### src/rtl/uart_receiver.sv
// UART receive stage: 16x oversampled 5-8 data bits, optional parity, 1/2 stop bits.
// Latency: 2-cycle synchronizer, then frame result loaded in the cycle of the last stop-bit sample.
// Backpressure: one-entry holding register; an unread frame is overwritten with an overrun pulse.
module uart_receiver #(
   parameter int CFG_REQ_CYCLES = 100000
) (
   input  logic       clk_i,
   input  logic       rst_i,
   input  logic       enable_i,
   input  logic       ov_baud_rt_i,
   input  logic       rx_i,
   input  logic [1:0] data_width_i,
   input  logic [1:0] stop_bits_number_i,
   input  logic [1:0] parity_mode_i,
   input  logic       rx_read_i,
   output logic [7:0] rx_data_o,
   output logic       rx_valid_o,
   output logic       parity_err_o,
   output logic       frame_err_o,
   output logic       overrun_o,
   output logic       config_req_slv_o,
   output logic       rx_idle_o
);

   localparam int LW = $clog2(CFG_REQ_CYCLES + 1);

   localparam logic [2:0] RX_IDLE     = 3'd0;
   localparam logic [2:0] RX_START    = 3'd1;
   localparam logic [2:0] RX_DATA     = 3'd2;
   localparam logic [2:0] RX_PARITY   = 3'd3;
   localparam logic [2:0] RX_STOP     = 3'd4;
   localparam logic [2:0] RX_CFG_WAIT = 3'd5;

   logic          rx_meta, rx_s, rx_prev;
   logic [2:0]    state;
   logic [3:0]    cnt;
   logic [2:0]    bit_idx;
   logic [7:0]    shreg;
   logic          perr, ferr, stop2;
   logic [LW-1:0] low_cnt;

   logic       fall, two_stop, mid_bit, cfg_fire, stop_last, frame_done, ferr_next;
   logic [2:0] last_idx;

   // Frame-level decode of the live configuration and line events.
   always_comb begin
      fall       = rx_prev & ~rx_s;
      two_stop   = (stop_bits_number_i == 2'b01);
      last_idx   = 3'd4 + {1'b0, data_width_i};
      mid_bit    = ov_baud_rt_i && (cnt == 4'd15);
      cfg_fire   = ~rx_s && (low_cnt == LW'(CFG_REQ_CYCLES - 1));
      stop_last  = (state == RX_STOP) && mid_bit && (!two_stop || stop2);
      frame_done = stop_last && !cfg_fire;
      ferr_next  = ferr | ~rx_s;
      rx_idle_o  = (state == RX_IDLE);
   end

   // Two-flop synchronizer plus edge-detect history; idles high.
   always_ff @(posedge clk_i) begin
      if (rst_i) begin
         rx_meta <= 1'b1;
         rx_s    <= 1'b1;
         rx_prev <= 1'b1;
      end else begin
         rx_meta <= rx_i;
         rx_s    <= rx_meta;
         rx_prev <= rx_s;
      end
   end

   // Consecutive-low counter for the configuration request; saturates so it fires once per low period.
   always_ff @(posedge clk_i) begin
      if (rst_i)
         low_cnt <= '0;
      else if (rx_s)
         low_cnt <= '0;
      else if (low_cnt != LW'(CFG_REQ_CYCLES))
         low_cnt <= low_cnt + 1'b1;
   end

   // Receive FSM; a configuration request overrides and aborts any frame in flight.
   always_ff @(posedge clk_i) begin
      if (rst_i) begin
         state   <= RX_IDLE;
         cnt     <= '0;
         bit_idx <= '0;
         shreg   <= '0;
         perr    <= 1'b0;
         ferr    <= 1'b0;
         stop2   <= 1'b0;
      end else if (cfg_fire) begin
         state   <= RX_CFG_WAIT;
         cnt     <= '0;
         bit_idx <= '0;
      end else begin
         case (state)
            RX_IDLE: begin
               cnt     <= '0;
               bit_idx <= '0;
               if (fall && enable_i) begin
                  state <= RX_START;
                  shreg <= '0;
                  perr  <= 1'b0;
                  ferr  <= 1'b0;
                  stop2 <= 1'b0;
               end
            end
            RX_START: begin
               if (ov_baud_rt_i) begin
                  if (cnt == 4'd7) begin
                     cnt   <= '0;
                     state <= rx_s ? RX_IDLE : RX_DATA;
                  end else begin
                     cnt <= cnt + 1'b1;
                  end
               end
            end
            RX_DATA: begin
               if (mid_bit) begin
                  shreg[bit_idx] <= rx_s;
                  cnt            <= '0;
                  if (bit_idx == last_idx) begin
                     bit_idx <= '0;
                     state   <= parity_mode_i[1] ? RX_STOP : RX_PARITY;
                  end else begin
                     bit_idx <= bit_idx + 1'b1;
                  end
               end else if (ov_baud_rt_i) begin
                  cnt <= cnt + 1'b1;
               end
            end
            RX_PARITY: begin
               if (mid_bit) begin
                  perr  <= (rx_s != (^shreg ^ parity_mode_i[0]));
                  cnt   <= '0;
                  state <= RX_STOP;
               end else if (ov_baud_rt_i) begin
                  cnt <= cnt + 1'b1;
               end
            end
            RX_STOP: begin
               if (mid_bit) begin
                  ferr <= ferr_next;
                  cnt  <= '0;
                  if (two_stop && !stop2)
                     stop2 <= 1'b1;
                  else
                     state <= RX_IDLE;
               end else if (ov_baud_rt_i) begin
                  cnt <= cnt + 1'b1;
               end
            end
            RX_CFG_WAIT: begin
               if (rx_s)
                  state <= RX_IDLE;
            end
            default: state <= RX_IDLE;
         endcase
      end
   end

   // Holding register with valid/read handshake; simultaneous load and read is not an overrun.
   always_ff @(posedge clk_i) begin
      if (rst_i) begin
         rx_data_o        <= '0;
         rx_valid_o       <= 1'b0;
         parity_err_o     <= 1'b0;
         frame_err_o      <= 1'b0;
         overrun_o        <= 1'b0;
         config_req_slv_o <= 1'b0;
      end else begin
         overrun_o        <= 1'b0;
         config_req_slv_o <= cfg_fire;
         if (frame_done) begin
            rx_data_o    <= shreg;
            parity_err_o <= perr;
            frame_err_o  <= ferr_next;
            rx_valid_o   <= 1'b1;
            overrun_o    <= rx_valid_o & ~rx_read_i;
         end else if (rx_read_i && rx_valid_o) begin
            rx_valid_o <= 1'b0;
         end
      end
   end

endmodule

### config.mk
export PLATFORM = sky130hd
export DESIGN_NAME = uart_receiver
export DESIGN_NICKNAME = d
export VERILOG_FILES = /design/src/rtl/uart_receiver.sv
export SDC_FILE = /design/constraint.sdc
export NUM_CORES = 1
export LEC_CHECK = 0
export ABC_AREA = 0
export CAP_MARGIN = 25
export CORE_UTILIZATION = 51
export CTS_CLUSTER_DIAMETER = 100
export DETAILED_ROUTE_END_ITERATION = 10
export HOLD_SLACK_MARGIN = 0.1
export MAX_ROUTING_LAYER = met4
export PLACE_DENSITY = 0.83
export SYNTH_ARGS = -nofsm -noshare
export SYNTH_HDL_FRONTEND = slang
export SYNTH_SLANG_ARGS = --single-unit
### constraint.sdc
create_clock -name clk_i -period 1.88 [get_ports clk_i]
set_input_delay 0.188 -clock clk_i [delete_from_list [all_inputs] [get_ports clk_i]]
set_output_delay 0.188 -clock clk_i [all_outputs]
set_load 0.03 [all_outputs]
==> results.rst, run 1 <==
.. list-table::
   :header-rows: 1

   * - Metric
     - Value
   * - Leakage power summed over all cells
     - 1.399 nW
   * - H-tree lvl count
     - 2
   * - Boundary pin count
     - 26
   * - Root buffer cell
     - clkbuf_8
   * - Fraction of layout cells with a size suffix above 1
     - 0.2147
   * - Violation count after the first detailed-route iteration
     - 229
   * - Final critical delay including setup and external delays
     - 1.961 ns
   * - Total of flip-flops plus latches after synthesis
     - 54
   * - Yosys warnings
     - 0
   * - Net count of the mapped netlist
     - 332
   * - Max-cap check violation count
     - 0
   * - Hold WS
     - 0.4243 ns
   * - Power density relative to cell area
     - 744.5 mW/mm^2
   * - Clock tree from TritonCTS
     - built
   * - Unrepaired setup endpoints after global routing
     - true
   * - Die width
     - 75.50 microns
   * - Wire length of the first global-routing pass
     - 10.61 mm
   * - Clock buffer depth
     - 2
   * - Clock Skew
     - 0.006693 ns
   * - Floorplan die height
     - 75.50 microns
   * - Average size of a mapped cell
     - 8.719 sq um
   * - Post-synthesis sequential area ratio
     - 0.3924
   * - Final standard cell utilization of the core
     - 0.6984
   * - Setup violations, final
     - 1
   * - Hold violation total from the final report
     - 0
   * - Per-cell via count in the routed design
     - 5.637
   * - Maximum number of pins on one net before global-route repair
     - 19
   * - Worst setup EP type
     - register
   * - Overall track demand over capacity in global routing
     - 0.2566
   * - Total wire length
     - 6.937 mm
   * - Overall via count from detail_route
     - 2548
   * - Violations in the final reports
     - negative setup slack
   * - Share of async-settable or async-resettable flops after synthesis
     - 0
   * - Synth unique cells
     - 58
   * - Top FF cell, synth
     - dfxtp_1
   * - Start-to-end type of the worst setup path
     - reg2reg
   * - Fraction of post-synthesis cell area in the top cell type by area
     - 0.3924
   * - P&R area growth vs syn
     - 30.29%
   * - Number of buffers created by CTS
     - 5
   * - Worst IR Drop VDD
     - 0.5847 mV
   * - Sinks on Clock Net
     - 54
   * - Biggest area contributors in the synthesized netlist
     - dfxtp_1, nor2_1, a21oi_1
   * - Number of hold buffers added after CTS
     - 0
   * - Insertion delay of the later-clocked pin in the worst-skew pair
     - 0.31 ns
   * - Leading area contributor after synthesis
     - dfxtp_1
   * - Effective utilization at floorplan
     - 0.5360
   * - EDFF count, synth
     - 0
   * - Routed wirelength normalized by instance count
     - 15.35 microns
   * - Hold/Removal Path Class
     - reg2reg
   * - Highest net fanout along the worst path
     - 2
   * - Post-layout worst setup margin
     - -0.08062 ns
   * - Number of buffers inserted by port buffering
     - 25
   * - Data arrival time at the worst-slack endpoint
     - 2.17 ns
   * - First drt pass iteration count
     - 4
   * - DPL Wire Length
     - 4.997 mm
   * - Max Freq
     - 0.5100 GHz
   * - Num rows
     - 26
   * - Gate count after technology mapping
     - 316
   * - RD Place Congestion
     - 0.9020
   * - Number of antenna violations at the first check in global routing
     - 0
   * - Diode insertion count for antenna repair
     - 0
   * - Total overflow reported by the global router
     - 0
   * - Max-Slew Margin vs Limit
     - 0.7377
   * - Remaining antenna violation count
     - 0
   * - Req. time, crit path
     - 2.09 ns
   * - Slew at the pin with the worst max-slew slack
     - 0.3935 ns
   * - DRC errors left
     - 0
   * - Post-route clock period utilization
     - 1.043
   * - Pins Over Slew Limit
     - 0
   * - Clock-pin slew reported for the worst setup and hold paths after clock tree synthesis
     - 0.10 ns
   * - Number of nets in the finished design
     - 397
   * - Die footprint
     - 0.005700 sq mm
   * - Vias in the first global route
     - 2333
   * - Launching element type of the critical path
     - register
   * - R2R Setup Slk
     - -0.08 ns
   * - Most frequent cells after synthesis
     - dfxtp_1, nor2_1, a21oi_1, nand2_1, nand3_1
   * - Core Footprint
     - 0.005140 sq mm
   * - Area of the mapped netlist
     - 0.002755 sq mm
   * - Outcome
     - finished, violations left
   * - Most instantiated library cell after synthesis
     - dfxtp_1
placed cells by master (no fill, tap or decap), types with 2 or more instances in the layout:
| master | instances |
|---|---|
| o21ai_0 | 11 |
| dfxtp_1 | 48 |
| o31ai_1 | 2 |
| nand3_1 | 17 |
| and2_1 | 2 |
| o41ai_2 | 2 |
| o211ai_1 | 4 |
| or4_1 | 2 |
| a21oi_1 | 23 |
| nand3b_1 | 2 |
| clkdlybuf4s50_1 | 24 |
| nor2b_1 | 3 |
| maj3_1 | 2 |
| nand2_1 | 23 |
| nor3_1 | 7 |
| o21ai_1 | 2 |
| ha_1 | 3 |
| xnor2_1 | 10 |
| and3_1 | 4 |
| nand4_1 | 5 |
| inv_1 | 7 |
| xor2_1 | 13 |
| nand4b_1 | 2 |
| or2_2 | 2 |
| mux2i_1 | 11 |
| dfxtp_2 | 6 |
| buf_4 | 46 |
| or3_1 | 5 |
| nand2b_1 | 5 |
| clkbuf_8 | 7 |
| nor3b_1 | 4 |
| nor2_1 | 41 |
| a2111oi_4 | 2 |
cells by family after synthesis:
logic type / after synthesis / share of synthesized area
flip-flops: 54 / 0.3924
AO/OA/AOI/OAI: 63 / 0.1703
buffers and inverters: 23 / 0.03633
adder cells (fa/ha/maj): 6 / 0.02543
multiplexers: 11 / 0.03997
AND/OR/NAND/NOR: 135 / 0.2543
XOR/XNOR: 24 / 0.08129
final cells by class:
class / count / area [sq um]
Clock inverter: 1 / 8.758
Timing Repair Buffer: 73 / 625.6
Multi-Input combinational cell: 239 / 1653
Inverter: 8 / 30.03
Sequential cell: 54 / 1089
Fill cell: 416 / 1550
Tap cell: 70 / 87.58
Clock buffer: 7 / 96.34
flip-flops by register name, summed over array words and instances, names as in the netlist:
| name | flops |
|---|---|
| overrun_o | 1 |
| parity_err_o | 1 |
| frame_err_o | 1 |
| rx_meta | 1 |
| perr | 1 |
| stop2 | 1 |
| ferr | 1 |
| rx_s | 1 |
| rx_prev | 1 |
| rx_valid_o | 1 |
| config_req_slv_o | 1 |
| low_cnt | 17 |
| cnt | 4 |
| shreg | 8 |
| rx_data_o | 8 |
| bit_idx | 3 |
| state | 3 |
stage by stage:
stage	cell area, sq um	setup TNS [ns]	worst slack, ns	power (mW)	instances
2_1_floorplan	2769	0	0.02387	1.666	316
3_3_place_gp	3395	-1.112	-0.1679	1.904	442
3_5_place_dp	3395	-1.593	-0.2774	1.919	442
4_1_cts	3513	-0.01919	-0.01919	2.618	450
5_1_grt	3590	-0.2074	-0.1777	2.779	452
6_report	3590	-0.08062	-0.08062	2.673	452
worst paths after layout:
check                 from  endpoint  cells after the start
setup / recovery  shreg[4]      perr                      5
hold / removal     rx_meta      rx_s                      1
setup reg to reg  shreg[4]      perr                      5
hold reg to reg    rx_meta      rx_s                      1
where the power goes:
| part | internal (mW) | switching (mW) |
|---|---|---|
| clock network | 0.338 | 0.379 |
| registers | 1.17 | 0.0296 |
| logic | 0.336 | 0.421 |
metal layers:
layer | wire length (microns) | up-vias | GRT usage
met5 | 0 | - | -
met1 | 2898 | 1211 | 0.2963
met2 | 3579 | 68 | 0.4454
met4 | 128 | 0 | 0.1029
met3 | 330 | 15 | 0.03968
li1 | - | 1254 | -
what timing repair did:
item	4_1_cts	5_1_grt
pin swaps	1	6
setup endpoints to repair	4	17
gates resized for setup	4	16
setup buffers	0	2
critical path, cell delays in order, from the launching register on:
cell and delay, ns:
dfxtp_1 0.36, xor2_1 0.16, xnor3_1 0.43, xnor2_1 0.15
or4b_1 0.51, o41ai_2 0.24
(Power assumes the default switching activity.)
==> run 2, diff against run 1 <==
--- a/config.mk
+++ b/config.mk
@@ -7,12 +7,12 @@
 export LEC_CHECK = 0
 export ABC_AREA = 0
 export CAP_MARGIN = 25
-export CORE_UTILIZATION = 51
+export CORE_UTILIZATION = 57
 export CTS_CLUSTER_DIAMETER = 100
 export DETAILED_ROUTE_END_ITERATION = 10
 export HOLD_SLACK_MARGIN = 0.1
 export MAX_ROUTING_LAYER = met4
-export PLACE_DENSITY = 0.83
+export PLACE_DENSITY = 0.87
 export SYNTH_ARGS = -nofsm -noshare
 export SYNTH_HDL_FRONTEND = slang
 export SYNTH_SLANG_ARGS = --single-unit
==> constraint.sdc (replaced) <==
create_clock -name clk_i -period 2.1 [get_ports clk_i]
set_input_delay 0.21 -clock clk_i [delete_from_list [all_inputs] [get_ports clk_i]]
set_output_delay 0.21 -clock clk_i [all_outputs]
set_load 0.03 [all_outputs]
==> results.rst, run 2 (synthesized netlist as in run 1, its figures left out) <==
.. list-table::
   :header-rows: 1

   * - Metric
     - Value
   * - Per-cell via count in the routed design
     - 5.928
   * - Cell chain of the critical path
     - ha_1 > nand4_4 > a211o_4 > a2111oi_4 > nand4_1 > a21oi_1
   * - Worst-case hold path end point
     - rx_s
   * - Master of the slowest instance on the critical path
     - a2111oi_4
   * - Clock tree from TritonCTS
     - built
   * - R2R Setup Slk
     - 0.1 ns
   * - Boundary pin count
     - 26
   * - Hold/Removal Path Class
     - reg2reg
   * - Max-cap check violation count
     - 0
   * - Die footprint
     - 0.005116 sq mm
   * - Combined buffer and inverter count along the critical path
     - 0
   * - Worst setup EP type
     - register
   * - Fraction of layout cells with a size suffix above 1
     - 0.1057
   * - Pins Over Slew Limit
     - 0
   * - Die width
     - 71.53 microns
   * - Number of nets in the finished design
     - 365
   * - Max Freq
     - 0.4995 GHz
   * - Clock buffer depth
     - 2
   * - Req. time, crit path
     - 2.36 ns
   * - Data arrival time at the worst-slack endpoint
     - 2.26 ns
   * - Critical hold path startpoint
     - rx_meta
   * - Count of cells resized by post-cts repair
     - 1
   * - Num rows
     - 24
   * - Routed wirelength normalized by instance count
     - 15.50 microns
   * - Number of buffers created by CTS
     - 5
   * - Start-to-end type of the worst setup path
     - reg2reg
   * - Net Switching
     - 0.7220 mW
   * - Register name with the most flops
     - low_cnt
   * - Clock Skew
     - 0.007197 ns
   * - Diode insertion count for antenna repair
     - 0
   * - Outcome
     - complete, no violations
   * - Sinks on Clock Net
     - 54
   * - DPL Wire Length
     - 4.533 mm
   * - Post-route clock period utilization
     - 0.9533
   * - Leakage power summed over all cells
     - 1.233 nW
   * - RD Place Congestion
     - 0.9495
   * - Power density relative to cell area
     - 732.2 mW/mm^2
   * - Overall track demand over capacity in global routing
     - 0.2649
   * - Fraction of power consumed by combinational cells
     - 0.232
   * - Number of buffers inserted by port buffering
     - 25
   * - Root buffer cell
     - clkbuf_8
   * - Worst hold path depth
     - 1
   * - Max-Slew Margin vs Limit
     - 0.6535
   * - Wire length of the first global-routing pass
     - 10.34 mm
   * - Worst r2r path cells
     - 6
   * - Highest net fanout along the worst path
     - 5
   * - Switching power as a share of total power
     - 0.3014
   * - Clock-pin slew reported for the worst setup and hold paths after clock tree synthesis
     - 0.10 ns
   * - Cell family contributing the most delay on the critical path
     - compound AO/OA/AOI/OAI gates
   * - Number of hold buffers added after CTS
     - 0
   * - Total wire length
     - 6.229 mm
   * - Sum of internal, switching and leakage power
     - 2.396 mW
   * - Registers with the most flip-flops
     - low_cnt (17), rx_data_o (8), shreg (8)
   * - Insertion delay of the later-clocked pin in the worst-skew pair
     - 0.32 ns
   * - Final standard cell utilization of the core
     - 0.7264
   * - Clock share of power
     - 0.314
   * - CP startpoint
     - cnt[0]
   * - Slew at the pin with the worst max-slew slack
     - 0.5133 ns
   * - Max FFs per register
     - 17
   * - Fill cell instance count of the final layout
     - 339
   * - P&R area growth vs syn
     - 18.76%
   * - Critical register-to-register path startpoint
     - cnt[0]
   * - Most common cell after layout, fill and taps aside
     - dfxtp_1
   * - Vias in the first global route
     - 2290
   * - Most frequent cells in the layout
     - dfxtp_1, nor2_1, clkdlybuf4s50_1
   * - Worst reg2reg endpoint
     - shreg[7]
   * - Core Footprint
     - 0.004504 sq mm
   * - Setup violations, final
     - 0
   * - Cell internal pwr
     - 1.674 mW
   * - Launching element type of the critical path
     - register
   * - H-tree lvl count
     - 2
   * - Remaining antenna violation count
     - 0
   * - Overall via count from detail_route
     - 2383
   * - Violation count after the first detailed-route iteration
     - 211
   * - Reg power frac
     - 0.454
   * - Unrepaired setup endpoints after global routing
     - false
   * - Final critical delay including setup and external delays
     - 2.002 ns
   * - Total overflow reported by the global router
     - 0
   * - Worst IR Drop VDD
     - 0.4784 mV
   * - Maximum number of pins on one net before global-route repair
     - 19
   * - Effective utilization at floorplan
     - 0.6117
   * - DRC errors left
     - 0
   * - Number of antenna violations at the first check in global routing
     - 0
   * - Setup fix buffers added after clock tree synthesis
     - 0
   * - Hold violation total from the final report
     - 0
   * - Floorplan die height
     - 71.53 microns
   * - First drt pass iteration count
     - 4
   * - Slowest Stage Delay on Critical Path
     - 0.43 ns
[run 2: cell count changes in the layout (fill, tap and decap cells not counted), moves of 2 or more]
cell and delta:
buf_4 -31, dfxtp_1 +6, dfxtp_2 -6, o41ai_1 +2
[run 2: stage by stage]
stage	area (sq um)	setup WS [ns]	setup TNS (ns)	instances	hold WS, ns
after global routing	3272	0.002780	0	402	0.4498
final	3272	0.09802	0	402	0.4284
after CTS	3258	0.1186	0	402	0.4305
after floorplan	2760	0.2121	0	316	0.3138
after global placement	3138	0.03278	0	394	0.3921
after detailed placement	3138	-0.01205	-0.01205	394	0.4061
[run 2: worst max-delay path by stage]
stage,to,slack [ns],depth (start not counted)
detailed placement,perr,-0.01,6
floorplan,shreg[7],0.21,7
global route,shreg[7],0.003,6
global placement,perr,0.03,6
finish,shreg[7],0.1,6
CTS,shreg[7],0.12,6
[run 2: metal layers]
layer,global-route usage,routed length [microns],up-vias
li1,-,-,1195
met1,0.3176,2741,1109
met2,0.4476,3156,71
met3,0.04079,261,8
met4,0.1068,70,0
met5,-,0,-
[run 2: layout make-up]
type	instances	area (sq um)	share of cell area
multi-input combinational	239	1593	0.4868
sequential	54	1081	0.3304
timing repair buffer	41	381.6	0.1166
clock buffer	6	82.58	0.02524
tap	52	65.06	0.01989
clock inverter	2	38.79	0.01185
inverter	8	30.03	0.009178
[run 2: power by group through the flow]
stage,Sequential (mW),Clock [mW],Combinational (mW)
after global placement,1.11,0,0.536
after global routing,1.09,0.810,0.601
final,1.09,0.751,0.557
after detailed placement,1.11,0,0.552
after floorplan,1.08,0,0.400
after CTS,1.09,0.760,0.550
